<file path="config.mk">
export PLATFORM = sky130hd
export DESIGN_NAME = pipeline_sequencer
export DESIGN_NICKNAME = d
export VERILOG_FILES = /design/src/rtl/pipeline_seq_pkg.sv /design/src/rtl/seq_sat_counter.sv /design/src/rtl/pipeline_sequencer.sv
export SDC_FILE = /design/constraint.sdc
export NUM_CORES = 1
export LEC_CHECK = 0
export ABC_AREA = 1
export CORE_MARGIN = 5
export CORE_UTILIZATION = 45
export CTS_BUF_LIST = sky130_fd_sc_hd__clkbuf_16
export CTS_CLUSTER_DIAMETER = 100
export DETAILED_ROUTE_END_ITERATION = 12
export PLACE_DENSITY = 0.91
export REMOVE_ABC_BUFFERS = 1
export SETUP_SLACK_MARGIN = 0.15
export SYNTH_ARGS = -nofsm -noshare
export SYNTH_HDL_FRONTEND = slang
export SYNTH_SLANG_ARGS = --single-unit
</file>
<file path="constraint.sdc">
create_clock -name i_clk -period 2.2 [get_ports i_clk]
set_input_delay 0.44 -clock i_clk [delete_from_list [all_inputs] [get_ports i_clk]]
set_output_delay 0.44 -clock i_clk [all_outputs]
set_load 0.02 [all_outputs]
</file>
<file path="src/rtl/pipeline_seq_pkg.sv">
// Shared encodings for the pipeline sequencer.
// Command codes, FSM state codes and default halt opcode.
package pipeline_seq_pkg;

  typedef enum logic [2:0] {
    CMD_NOP  = 3'd0,
    CMD_LOAD = 3'd1,
    CMD_RUN  = 3'd2,
    CMD_STEP = 3'd3,
    CMD_HALT = 3'd4
  } cmd_e;

  typedef enum logic [2:0] {
    ST_IDLE   = 3'd0,
    ST_LOAD   = 3'd1,
    ST_RUN    = 3'd2,
    ST_STEP   = 3'd3,
    ST_DRAIN  = 3'd4,
    ST_HALTED = 3'd5
  } state_e;

  localparam logic [31:0] HALT_OPCODE_DEF = 32'hFFFF_FFFF;

endpackage

</file>
<file path="src/rtl/seq_sat_counter.sv">
// Saturating up-counter with synchronous reset and clear.
// Ports: i_clk, i_rst, i_clr, i_inc, o_count[WIDTH].
module seq_sat_counter #(
  parameter int WIDTH = 32
) (
  input  logic             i_clk,
  input  logic             i_rst,
  input  logic             i_clr,
  input  logic             i_inc,
  output logic [WIDTH-1:0] o_count
);

  logic [WIDTH-1:0] cnt_q;

  always_ff @(posedge i_clk) begin
    if (i_rst || i_clr) begin
      cnt_q <= '0;
    end else if (i_inc && !(&cnt_q)) begin
      cnt_q <= cnt_q + WIDTH'(1);
    end
  end

  assign o_count = cnt_q;

endmodule

</file>
<file path="src/rtl/pipeline_sequencer.sv">
// Pipeline control FSM: imem loader, run/step/drain/halt.
// Ports: cmd + load inputs, hazard/stall/branch, stage en/flush, imem write, status.
module pipeline_sequencer
  import pipeline_seq_pkg::*;
#(
  parameter int NBITS       = 32,
  parameter int NSTAGES     = 5,
  parameter int IMEM_DEPTH  = 256,
  parameter logic [NBITS-1:0] HALT_OPCODE = NBITS'(HALT_OPCODE_DEF)
) (
  input  logic               i_clk,
  input  logic               i_rst,
  input  logic               i_cmd_valid,
  input  logic [2:0]         i_cmd,
  output logic               o_cmd_ready,
  input  logic               i_load_valid,
  input  logic [NBITS-1:0]   i_load_data,
  input  logic               i_load_last,
  input  logic               i_hazard_detected,
  input  logic               i_stall_ex,
  input  logic               i_branch_taken,
  input  logic [NBITS-1:0]   i_instr_id,
  output logic [NSTAGES-1:0] o_stage_en,
  output logic [NSTAGES-1:0] o_stage_flush,
  output logic               o_imem_wr_en,
  output logic [NBITS-1:0]   o_imem_addr,
  output logic [NBITS-1:0]   o_imem_data,
  output logic [NBITS-1:0]   o_cycle_cnt,
  output logic [2:0]         o_state,
  output logic               o_halted
);

  localparam int DW = $clog2(NSTAGES);
  localparam logic [NBITS-1:0] LAST_ADDR =
    NBITS'((IMEM_DEPTH - 1) * 4);
  localparam logic [DW-1:0] DRAIN_LAST = DW'(NSTAGES - 3);

  state_e               state_q, state_d;
  logic [NBITS-1:0]     ptr_q, ptr_d;
  logic [DW-1:0]        drain_q, drain_d;

  logic [NSTAGES-1:0]   en, flush;
  logic [NSTAGES-1:0]   run_en, run_flush;
  logic                 ready, wr, clr, inc;
  logic                 haz, halt_hit;
  cmd_e                 cmd;

  assign cmd = cmd_e'(i_cmd);
  // A taken branch overrides the hazard freeze entirely.
  assign haz = i_hazard_detected & ~i_branch_taken;
  // Branch flush wins over halt detection.
  assign halt_hit = (i_instr_id == HALT_OPCODE) & ~i_branch_taken;

  always_comb begin
    run_en    = '1;
    run_flush = '0;
    if (haz) run_en[1:0] = 2'b00;
    run_flush[2] = i_stall_ex | haz;
    if (i_branch_taken) begin
      run_en[1:0]    = 2'b11;
      run_flush[1:0] = 2'b11;
    end
  end

  always_comb begin
    state_d = state_q;
    ptr_d   = ptr_q;
    drain_d = drain_q;
    en      = '0;
    flush   = '0;
    ready   = 1'b0;
    wr      = 1'b0;
    clr     = 1'b0;
    inc     = 1'b0;
    case (state_q)
      ST_IDLE: begin
        ready = 1'b1;
        if (i_cmd_valid) begin
          case (cmd)
            CMD_LOAD: begin
              state_d = ST_LOAD;
              ptr_d   = '0;
              clr     = 1'b1;
            end
            CMD_RUN:  state_d = ST_RUN;
            CMD_STEP: state_d = ST_STEP;
            default:  ;
          endcase
        end
      end
      ST_LOAD: begin
        if (i_load_valid) begin
          wr    = 1'b1;
          ptr_d = ptr_q + NBITS'(4);
          if (i_load_last || ptr_q == LAST_ADDR)
            state_d = ST_IDLE;
        end
      end
      ST_RUN, ST_STEP: begin
        ready = (state_q == ST_RUN);
        inc   = 1'b1;
        en    = run_en;
        flush = run_flush;
        if (state_q == ST_STEP) state_d = ST_IDLE;
        if (halt_hit) begin
          en[0]    = 1'b0;
          flush[1] = 1'b1;
        end
        if (halt_hit || (ready && i_cmd_valid &&
                         cmd == CMD_HALT)) begin
          state_d = ST_DRAIN;
          drain_d = '0;
        end
      end
      ST_DRAIN: begin
        inc      = 1'b1;
        en       = run_en;
        flush    = run_flush;
        en[0]    = 1'b0;
        flush[1] = 1'b1;
        if (drain_q == DRAIN_LAST) state_d = ST_HALTED;
        else drain_d = drain_q + DW'(1);
      end
      ST_HALTED: begin
        ready = 1'b1;
        if (i_cmd_valid && cmd == CMD_LOAD) begin
          state_d = ST_LOAD;
          ptr_d   = '0;
          clr     = 1'b1;
        end
      end
      default: state_d = ST_IDLE;
    endcase
  end

  always_ff @(posedge i_clk) begin
    if (i_rst) begin
      state_q <= ST_IDLE;
      ptr_q   <= '0;
      drain_q <= '0;
    end else begin
      state_q <= state_d;
      ptr_q   <= ptr_d;
      drain_q <= drain_d;
    end
  end

  seq_sat_counter #(.WIDTH(NBITS)) u_cyc (
    .i_clk  (i_clk),
    .i_rst  (i_rst),
    .i_clr  (clr),
    .i_inc  (inc),
    .o_count(o_cycle_cnt)
  );

  // Strobes are masked while reset is held.
  assign o_cmd_ready   = ready & ~i_rst;
  assign o_stage_en    = i_rst ? '0 : en;
  assign o_stage_flush = i_rst ? '0 : flush;
  assign o_imem_wr_en  = wr & ~i_rst;
  assign o_imem_data   = o_imem_wr_en ? i_load_data : '0;
  assign o_imem_addr   = ptr_q;
  assign o_state       = state_q;
  assign o_halted      = (state_q == ST_HALTED);

endmodule

</file>
==> metrics.cfg <==
[status]
status=complete, but fails checks
violations=setup timing

[detailed_routing]
drtAntennaViolNets=0
drtIter0Drc=714
post_drt_wl_per_cell_um=17.2
viasPerCell=5.61
wirelength_um=20800
drcViolationCount=0
drtPass1Iterations=7
vias=6806

[cts]
clock-sinks=68
insertion_delay_ns=0.34
cts_hold_buffers=0
cts_max_level=3
ctsLongestPathBuffers=2
path_clk_slew_ns=0.06
clockRootBuffer=clkbuf_16
cts_buffers=9
cts_tree=built

[worst_setup_path]
endpoint_kind=primary output
startpoint_type=register
required_ns=1.76
crit_slowest_cell=dfxtp_2
cp_max_fo=7
crit_arrival_ns=1.87
path_class=register to primary output
cp_cell_sequence=inv_2, nor3_4, inv_2, nor3_2, buf_4, inv_8, buf_16, buf_6, nor2_4, buf_6
slowest_delay_ns=0.35

[timing]
max_freq_ghz=0.433
timing_hold_violations_final=0
clock_skew_ns=0.00927
layout_setup_ws_ns=-0.111
min_period_ns=2.31
rsz0062_at_grt=yes
setup_violations=42
finalMaxSlewViolations=0
fin_crit_sh_pct=105

[synth]
synthDistinctLibCells=33
synth.most_common_cell=nand2_1
yosys_register_bits=68
netlist_top_cells_area=dfxtp_1 29%, nand2_1 19%, nor2_1 13%
synth_top_cell_by_area=dfxtp_1
synth_compound_area_share_pct=8.50
synthTopCellsByCount=246 x nand2_1, 162 x nor2_1, 114 x inv_1
synth_xor_xnor_area_share_pct=2.57
synth-main-ff-cell=dfxtp_1
syn-cell-area_um2=4770
ys_seq_area_share_pct=28.5
synth-adder-area-share_pct=1.05
synth-edff-count=0
avgSynthCellArea_um2=5.71
synthCells=835
muxShareOfSynthArea_pct=0
synthSimpleGateAreaFrac_pct=46.5
postSynth.asyncResetShare_pct=0
synth_top_family_by_area=simple AND/OR/NAND/NOR gates
synth_top_area_share_pct=28.5
ys_warn_count=0

[floorplanning]
die_h_um=113
core_um2=10300
die_x_um=113
start_util_pct=46.2
io_pins=187
rows=37
die_area_um2=12800

[placement]
dp_hpwl_um=11700
port-buffer-count=182
gp_congestion=0.962
dpl_worst_slack_ns=-0.395

[power_and_ir_drop]
finalPower_uw=6270
ir_worst_vdd_mv=0.786
power.density_nw_per_um2=736
power_leakage_uw=0.00354

[job]
maxCapViolations=0

[cells_and_area]
post-route-util_pct=82.5
fin_nets=1151
num_antenna_cells=0
area_growth_pct=78.5
layout-drive-gt1-share_pct=24.4
nFillCells=581

[global_routing]
grt_max_degree=34
grt_remaining_overflow=0
antenna_found_initial=0
grt_pass1_vias=5919
grt_usage_pct=26.9
grt_pass1_wl_um=28600

[worst_hold_path]
hold_path_class=register to register

-- repair_timing --
action	in CTS	in global routing
resized for setup	367	134
gates cloned	5	4
setup endpoints to repair	49	106
setup buffers	23	7
pin swaps	47	56
-- power breakdown --
part | internal [uW] | switching (uW) | total (uW)
Sequential | 1290 | 81.7 | 1370
Combinational | 1420 | 1800 | 3220
Clock | 1100 | 578 | 1680
Total | 3810 | 2460 | 6270
-- worst max-delay path: cells and delay by family, from the launching register on --
family                 cells  cell delay [ns]
DFF                        1             0.35
and+or+nand+nor            3             0.42
buffers and inverters      7             0.75
-- final timing paths --
path	from	end	slack, ns	cells past startpoint
max	o_state[0]$_SDFFE_PP0P_	o_imem_data[1]	-0.11	10
min	u_cyc.o_count[0]$_SDFFE_PP0P_	u_cyc.o_count[0]$_SDFFE_PP0P_	0.49	1
max reg2reg	o_state[0]$_SDFFE_PP0P_	u_cyc.o_count[12]$_SDFFE_PP0P_	-0.05	15
min reg2reg	u_cyc.o_count[0]$_SDFFE_PP0P_	u_cyc.o_count[0]$_SDFFE_PP0P_	0.49	1
-- final cells by class --
type	instances	area, um^2	share of cell area (%)
clock inverters	7	114	1.34
well taps	136	170	2.00
inverters	118	460	5.41
clock buffers	9	225	2.64
multi-input cells	625	3520	41.3
flip-flops and latches	68	1370	16.1
repair buffers	250	2660	31.2
-- per-stage QoR --
stage	area (um^2)	setup TNS (ns)	instances	hold WS, ns
after global routing	8520	-5.78	1213	0.509
after global placement	6890	-13.86	1158	0.477
after floorplan	4620	-16.78	811	0.454
after CTS	7880	-0.114	1202	0.475
final	8520	-1.83	1213	0.493
after detailed placement	6890	-14.52	1158	0.485
-- routing by layer --
layer	wire length (um)	global-route usage, %	vias to the layer above
met1	7620	33.0	3109
met5	0	0	-
met4	1060	10.4	0
met2	9930	46.8	494
met3	2200	4.60	118
li1	-	-	3085
-- cell families after synthesis --
group	Yosys count
AND/OR/NAND/NOR	527
XOR/XNOR	14
AO/OA/AOI/OAI	76
adder cells (fa/ha/maj)	4
buffers and inverters	145
other	1
flip-flops	68
-- cells in the final DEF (no fill, tap or decap), drive strengths merged, types with 10 or more instances in the layout --
cell type and count:
clkdlybuf4s50 105, a21oi 47, dlymetal6s2s 18, nand2 247, o21ai 23, dlygate4sd2 17, nor2 163, nand4 22
clkbuf 12, nor3 30, nand3 55, buf 106, dfxtp 68, inv 119, xor2 10
-- sequential cells by signal, summed over array words and instances (netlist names) --
name           flops
drain_q            3
u_cyc.o_count     32
o_imem_addr       30
o_state            3
Power figures use the tool's default switching activity.
